==> src/rtl/audio_hit_detect.sv <==
// ============================================================================
// audio_hit_detect: stereo peak-envelope hit detector with hold-off/hysteresis
// Optional: define AUDIO_HIT_COUNT_EN to build the running hit counter.
// Revision: 1.0 - initial release
// ============================================================================
`default_nettype none

module audio_hit_detect #(
  parameter logic [23:0] THRESH      = 24'd1048576,
  parameter logic [15:0] HOLDOFF     = 16'd4800,
  parameter int          DECAY_SHIFT = 4
) (
  input  logic        clk,
  input  logic        enable,
  input  logic [23:0] sample_l,
  input  logic [23:0] sample_r,
  input  logic        sample_valid,
  output logic        hit,
  output logic [1:0]  hit_side,
  output logic [23:0] peak_level,
  output logic        busy,
  output logic [15:0] hit_count
);

  localparam logic [23:0] REARM_LVL = THRESH >> 1;
  localparam logic [15:0] HOLD_LOAD = (HOLDOFF == 16'd0) ? 16'd1 : HOLDOFF;

  typedef enum logic [1:0] {
    ST_ARM   = 2'd0,
    ST_HOLD  = 2'd1,
    ST_REARM = 2'd2
  } state_t;

  // Full-scale negative has no positive twin, so it saturates.
  function automatic logic [23:0] mag(input logic [23:0] x);
    if (x == 24'h800000)
      return 24'h7FFFFF;
    else if (x[23])
      return -x;
    else
      return x;
  endfunction

  function automatic logic [23:0] env_next(input logic [23:0] a, input logic [23:0] e);
    logic [23:0] decayed;
    decayed = e - (e >> DECAY_SHIFT);
    return (a >= decayed) ? a : decayed;
  endfunction

  logic [23:0] abs_l, abs_r;
  logic [23:0] env_l, env_r;
  logic        v1, v2;
  state_t      state;
  logic [15:0] hold_cnt;
  logic        l_cross, r_cross;
  logic        fire;

  assign l_cross = (env_l >= THRESH);
  assign r_cross = (env_r >= THRESH);
  assign fire    = v2 && (state == ST_ARM) && (l_cross || r_cross);

  always_ff @(posedge clk) begin
    if (!enable) begin
      abs_l <= 24'd0;
      abs_r <= 24'd0;
      env_l <= 24'd0;
      env_r <= 24'd0;
      v1    <= 1'b0;
      v2    <= 1'b0;
    end else begin
      v1 <= sample_valid;
      v2 <= v1;
      if (sample_valid) begin
        abs_l <= mag(sample_l);
        abs_r <= mag(sample_r);
      end
      if (v1) begin
        env_l <= env_next(abs_l, env_l);
        env_r <= env_next(abs_r, env_r);
      end
    end
  end

  always_ff @(posedge clk) begin
    if (!enable) begin
      state      <= ST_ARM;
      hold_cnt   <= 16'd0;
      hit        <= 1'b0;
      hit_side   <= 2'b00;
      peak_level <= 24'd0;
      busy       <= 1'b0;
    end else begin
      hit <= 1'b0;
      if (v2) begin
        peak_level <= (env_l >= env_r) ? env_l : env_r;
        case (state)
          ST_ARM: begin
            if (l_cross || r_cross) begin
              hit      <= 1'b1;
              hit_side <= {r_cross, l_cross};
              busy     <= 1'b1;
              hold_cnt <= HOLD_LOAD;
              state    <= ST_HOLD;
            end
          end
          ST_HOLD: begin
            if (hold_cnt == 16'd1)
              state <= ST_REARM;
            hold_cnt <= hold_cnt - 16'd1;
          end
          ST_REARM: begin
            // Hysteresis: both channels must fall below half threshold.
            if ((env_l < REARM_LVL) && (env_r < REARM_LVL)) begin
              busy  <= 1'b0;
              state <= ST_ARM;
            end
          end
          default: begin
            busy  <= 1'b0;
            state <= ST_ARM;
          end
        endcase
      end
    end
  end

`ifdef AUDIO_HIT_COUNT_EN
  logic [15:0] count_q;

  always_ff @(posedge clk) begin
    if (!enable)
      count_q <= 16'd0;
    else if (fire)
      count_q <= count_q + 16'd1;
  end

  assign hit_count = count_q;
`else
  logic unused_fire;
  assign unused_fire = fire;
  assign hit_count   = 16'd0;
`endif

endmodule

`default_nettype wire
==> config.mk <==
export PLATFORM = sky130hd
export DESIGN_NAME = audio_hit_detect
export DESIGN_NICKNAME = d
export VERILOG_FILES = /design/src/rtl/audio_hit_detect.sv
export SDC_FILE = /design/constraint.sdc
export NUM_CORES = 1
export LEC_CHECK = 0
export ABC_AREA = 1
export CORE_MARGIN = 4
export CORE_UTILIZATION = 56
export CTS_BUF_LIST = sky130_fd_sc_hd__clkbuf_2
export CTS_CLUSTER_DIAMETER = 120
export DETAILED_ROUTE_END_ITERATION = 10
export HOLD_SLACK_MARGIN = 0.1
export PLACE_DENSITY_LB_ADDON = 0.12
export SLEW_MARGIN = 0
export SYNTH_ARGS = -nofsm -noshare
export SYNTH_HDL_FRONTEND = slang
export SYNTH_SLANG_ARGS = --single-unit
==> constraint.sdc <==
create_clock -name clk -period 3.12 [get_ports clk]
set_input_delay 0.78 -clock clk [delete_from_list [all_inputs] [get_ports clk]]
set_output_delay 0.78 -clock clk [all_outputs]
set_load 0.03 [all_outputs]
==> metrics.md <==
| Metric | Value |
|---|---|
| DIE AREA | `24800 sq um` |
| Die Wd | `157 um` |
| Setup Viol. Count Final | `48` |
| Synth warn | `0` |
| Reg2reg start | `env_l[17]` |
| Sequential area share after synthesis | `0.231` |
| Final setup margin | `-0.253 ns` |
| Placed Cells | `2582` |
| Number of enable flip-flop cells after synthesis | `0` |
| Post-DP Area | `14800 sq um` |
| Worst hold start | `hold_cnt[8]` |
| P&R area growth vs syn | `38.5%` |
| FF/Latch Area | `2980 sq um` |
| Worst-path maximum fanout | `7` |
| Area leader, netlist | `dfxtp_1` |
| Final WL | `44.2 mm` |
| Crit path DAT | `4.09 ns` |
| Post-CTS Hold Buffers | `0` |
| GR Overflow Total | `0` |
| Crit path kind | `reg -> reg` |
| Largest net degree at the start of global routing | `49` |
| Finished Layout Cells | `2645` |
| Clk Latency, worst-skew pair | `0.77 ns` |
| Mapped Cells | `2092` |
| RSZ-0062 raised after global routing | `true` |
| Share of the synthesized area in the top cell type | `0.231` |
| Dpl hpwl | `31.3 mm` |
| # DRC | `0` |
| Vias per cell | `5.58` |
| IO buf count | `78` |
| Finished layout cell area | `17300 sq um` |
| H-tree level count | `4` |
| Hold/Removal Path Class | `reg -> reg` |
| CTS clock-pin slew for the worst setup and hold paths | `0.24 ns` |
| CP Launch Point | `env_l[17]` |
| Vias | `14800` |
| WL met1 | `18.9 mm` |
| Yosys reg bits | `144` |
| Share of cells above drive strength 1 | `0.284` |
| Filler cell count in the final layout | `1564` |
| Ys flop type | `dfxtp_1` |
| Post-DRT Antenna Nets | `0` |
| Pre-antenna DRT Iters | `6` |
| Die height | `157 um` |
| Number of max-cap violations | `0` |
| Core Region | `21900 sq um` |
| Startpoint types | `flip-flop` |
| CTS Sinks | `144` |
| FMAX | `296 MHz` |
| Final Hold Fails | `0` |
| CTS tree | `done` |
| Worst clock skew | `0.0268 ns` |
| Highest Signal Layer | `met4` |
| Global-route wire length before repair | `63.0 mm` |
| Initial drt markers | `1621` |
| Hold Worst Slack | `0.464 ns` |
| Met3 WL | `4.11 mm` |
| Synth top cells by count | `nand2_1, inv_1, nor2_1, a21oi_1, dfxtp_1` |
| Slew HR | `0.434` |
| Initial antenna violation count | `1` |
| Run status | `finished, violations left` |
| Final #Nets | `2521` |
| Element type at the critical path end | `flip-flop` |
| Gpl congestion | `0.967` |
| Ranking of synthesized cells by area | `dfxtp_1, nand2_1, ha_1` |
| Multi-input logic area | `9880 sq um` |
| CP Cell Sequence | `inv_1 -> ha_1 -> nand2_2 -> nor2_4 -> inv_1 -> nor2_2 -> nand3b_1 -> nand4_1 -> nand2_4 -> ha_4 -> a21oi_2 -> nand2_1 -> a21oi_2 -> buf_4 -> nand4_1 -> buf_6 -> buf_6 -> nand2_2 -> nand3_2 -> a21oi_2` |
| CTS root buf | `clkbuf_2` |
| Count leader, synth | `nand2_1` |
| Syn avg cell area | `5.98 sq um` |
| DR WL/cell | `16.7 um` |
| CP Data Required Time | `3.83 ns` |
| Number of I/O pins | `95` |
| CP max-delay cell | `dfxtp_2` |
| Pins over their slew limit | `0` |
| Asr flop ratio synth | `0` |
| Initial Utilization | `0.571` |
| CTS Buf Count | `17` |
| Total GRT Usage | `0.315` |
| Final min period | `3.37 ns` |
| Area of the mapped netlist | `12500 sq um` |
| Top cell by count, worst path | `a21oi_2` |
| Met2 WL | `19.8 mm` |
| Failing checks | `negative setup slack` |
| Number of global-route vias before repair | `12900` |
| Longest Clk Path Bufs | `2` |
| Least-Margin Pin Slew | `0.848 ns` |
| Post-route clock period utilization | `1.08` |
| Crit path largest cell delay | `0.38 ns` |
| Rows | `54` |
| Unique masters post-synth | `44` |
==> registers in the layout (all words and copies together), names as in the netlist <==
name        count
busy            1
peak_level     24
v2              1
abs_r          24
v1              1
abs_l          24
hit             1
env_l          24
state           2
env_r          24
hold_cnt       16
hit_side        2
==> through the flow <==
step	utilization	TNS (ns)	setup slack [ns]
2_1_floorplan	-	0	0.0819
5_1_grt	0.791	-12.62	-0.318
6_report	0.791	-9.06	-0.253
3_5_place_dp	0.676	-11.91	-0.326
4_1_cts	0.721	-0.298	-0.0351
3_3_place_gp	0.676	-7.45	-0.234
==> layout by cell type, fill, tap and decap left out, drive strengths merged, types with 49 or more instances in the layout <==
| cell | count |
|---|---|
| nor2 | 187 |
| o21ai | 77 |
| dfxtp | 144 |
| inv | 341 |
| clkdlybuf4s50 | 78 |
| ha | 116 |
| nand2 | 673 |
| buf | 219 |
| nand3 | 141 |
| nand4 | 49 |
| a21oi | 170 |
==> worst paths after layout <==
check        slack [ns]  cells after the start     endpoint
max               -0.25                     20    env_l[15]
min                0.46                      1  hold_cnt[8]
max reg2reg       -0.25                     20    env_l[15]
min reg2reg        0.46                      1  hold_cnt[8]
==> timing repair <==
action,CTS,global route
endpoints found under the setup margin,48,48
buffers inserted,10,16
pin swaps,30,136
endpoints found under the hold margin,0,0
gates cloned,3,3
gates resized for setup,162,342
==> layer usage <==
metal  track usage  up-vias
li1              -     7134
met1         0.454     6712
met2         0.495      774
met3        0.0366      130
met4        0.0967        0
met5             0        -
==> logic make-up after synthesis <==
| group | share of synthesized area |
|---|---|
| buffers and inverters | 0.130 |
| AOI/OAI and AO/OA | 0.110 |
| adders and majority gates | 0.119 |
| other | 0.000300 |
| xor gates and xnor gates | 0.0371 |
| and+or+nand+nor | 0.373 |
| DFF | 0.231 |
==> critical path: cells and delay by family (launching register included) <==
kind | cells | cell delay [ns]
AOI/OAI and AO/OA | 3 | 0.53
adders and majority gates | 2 | 0.60
buffers and inverters | 5 | 0.59
DFF | 1 | 0.38
and+or+nand+nor | 10 | 1.24
==> layout make-up <==
type / instances / area share
multi-input combinational: 1554 / 0.571
sequential: 144 / 0.172
timing repair buffer: 298 / 0.149
inverter: 337 / 0.0738
tap: 280 / 0.0202
clock inverter: 14 / 0.00903
clock buffer: 17 / 0.00491
antenna: 1 / 0.000145
Power is left out: the tool's default activity adds up to more than one toggle a clock period on the data nets, which glitch-free logic cannot reach.
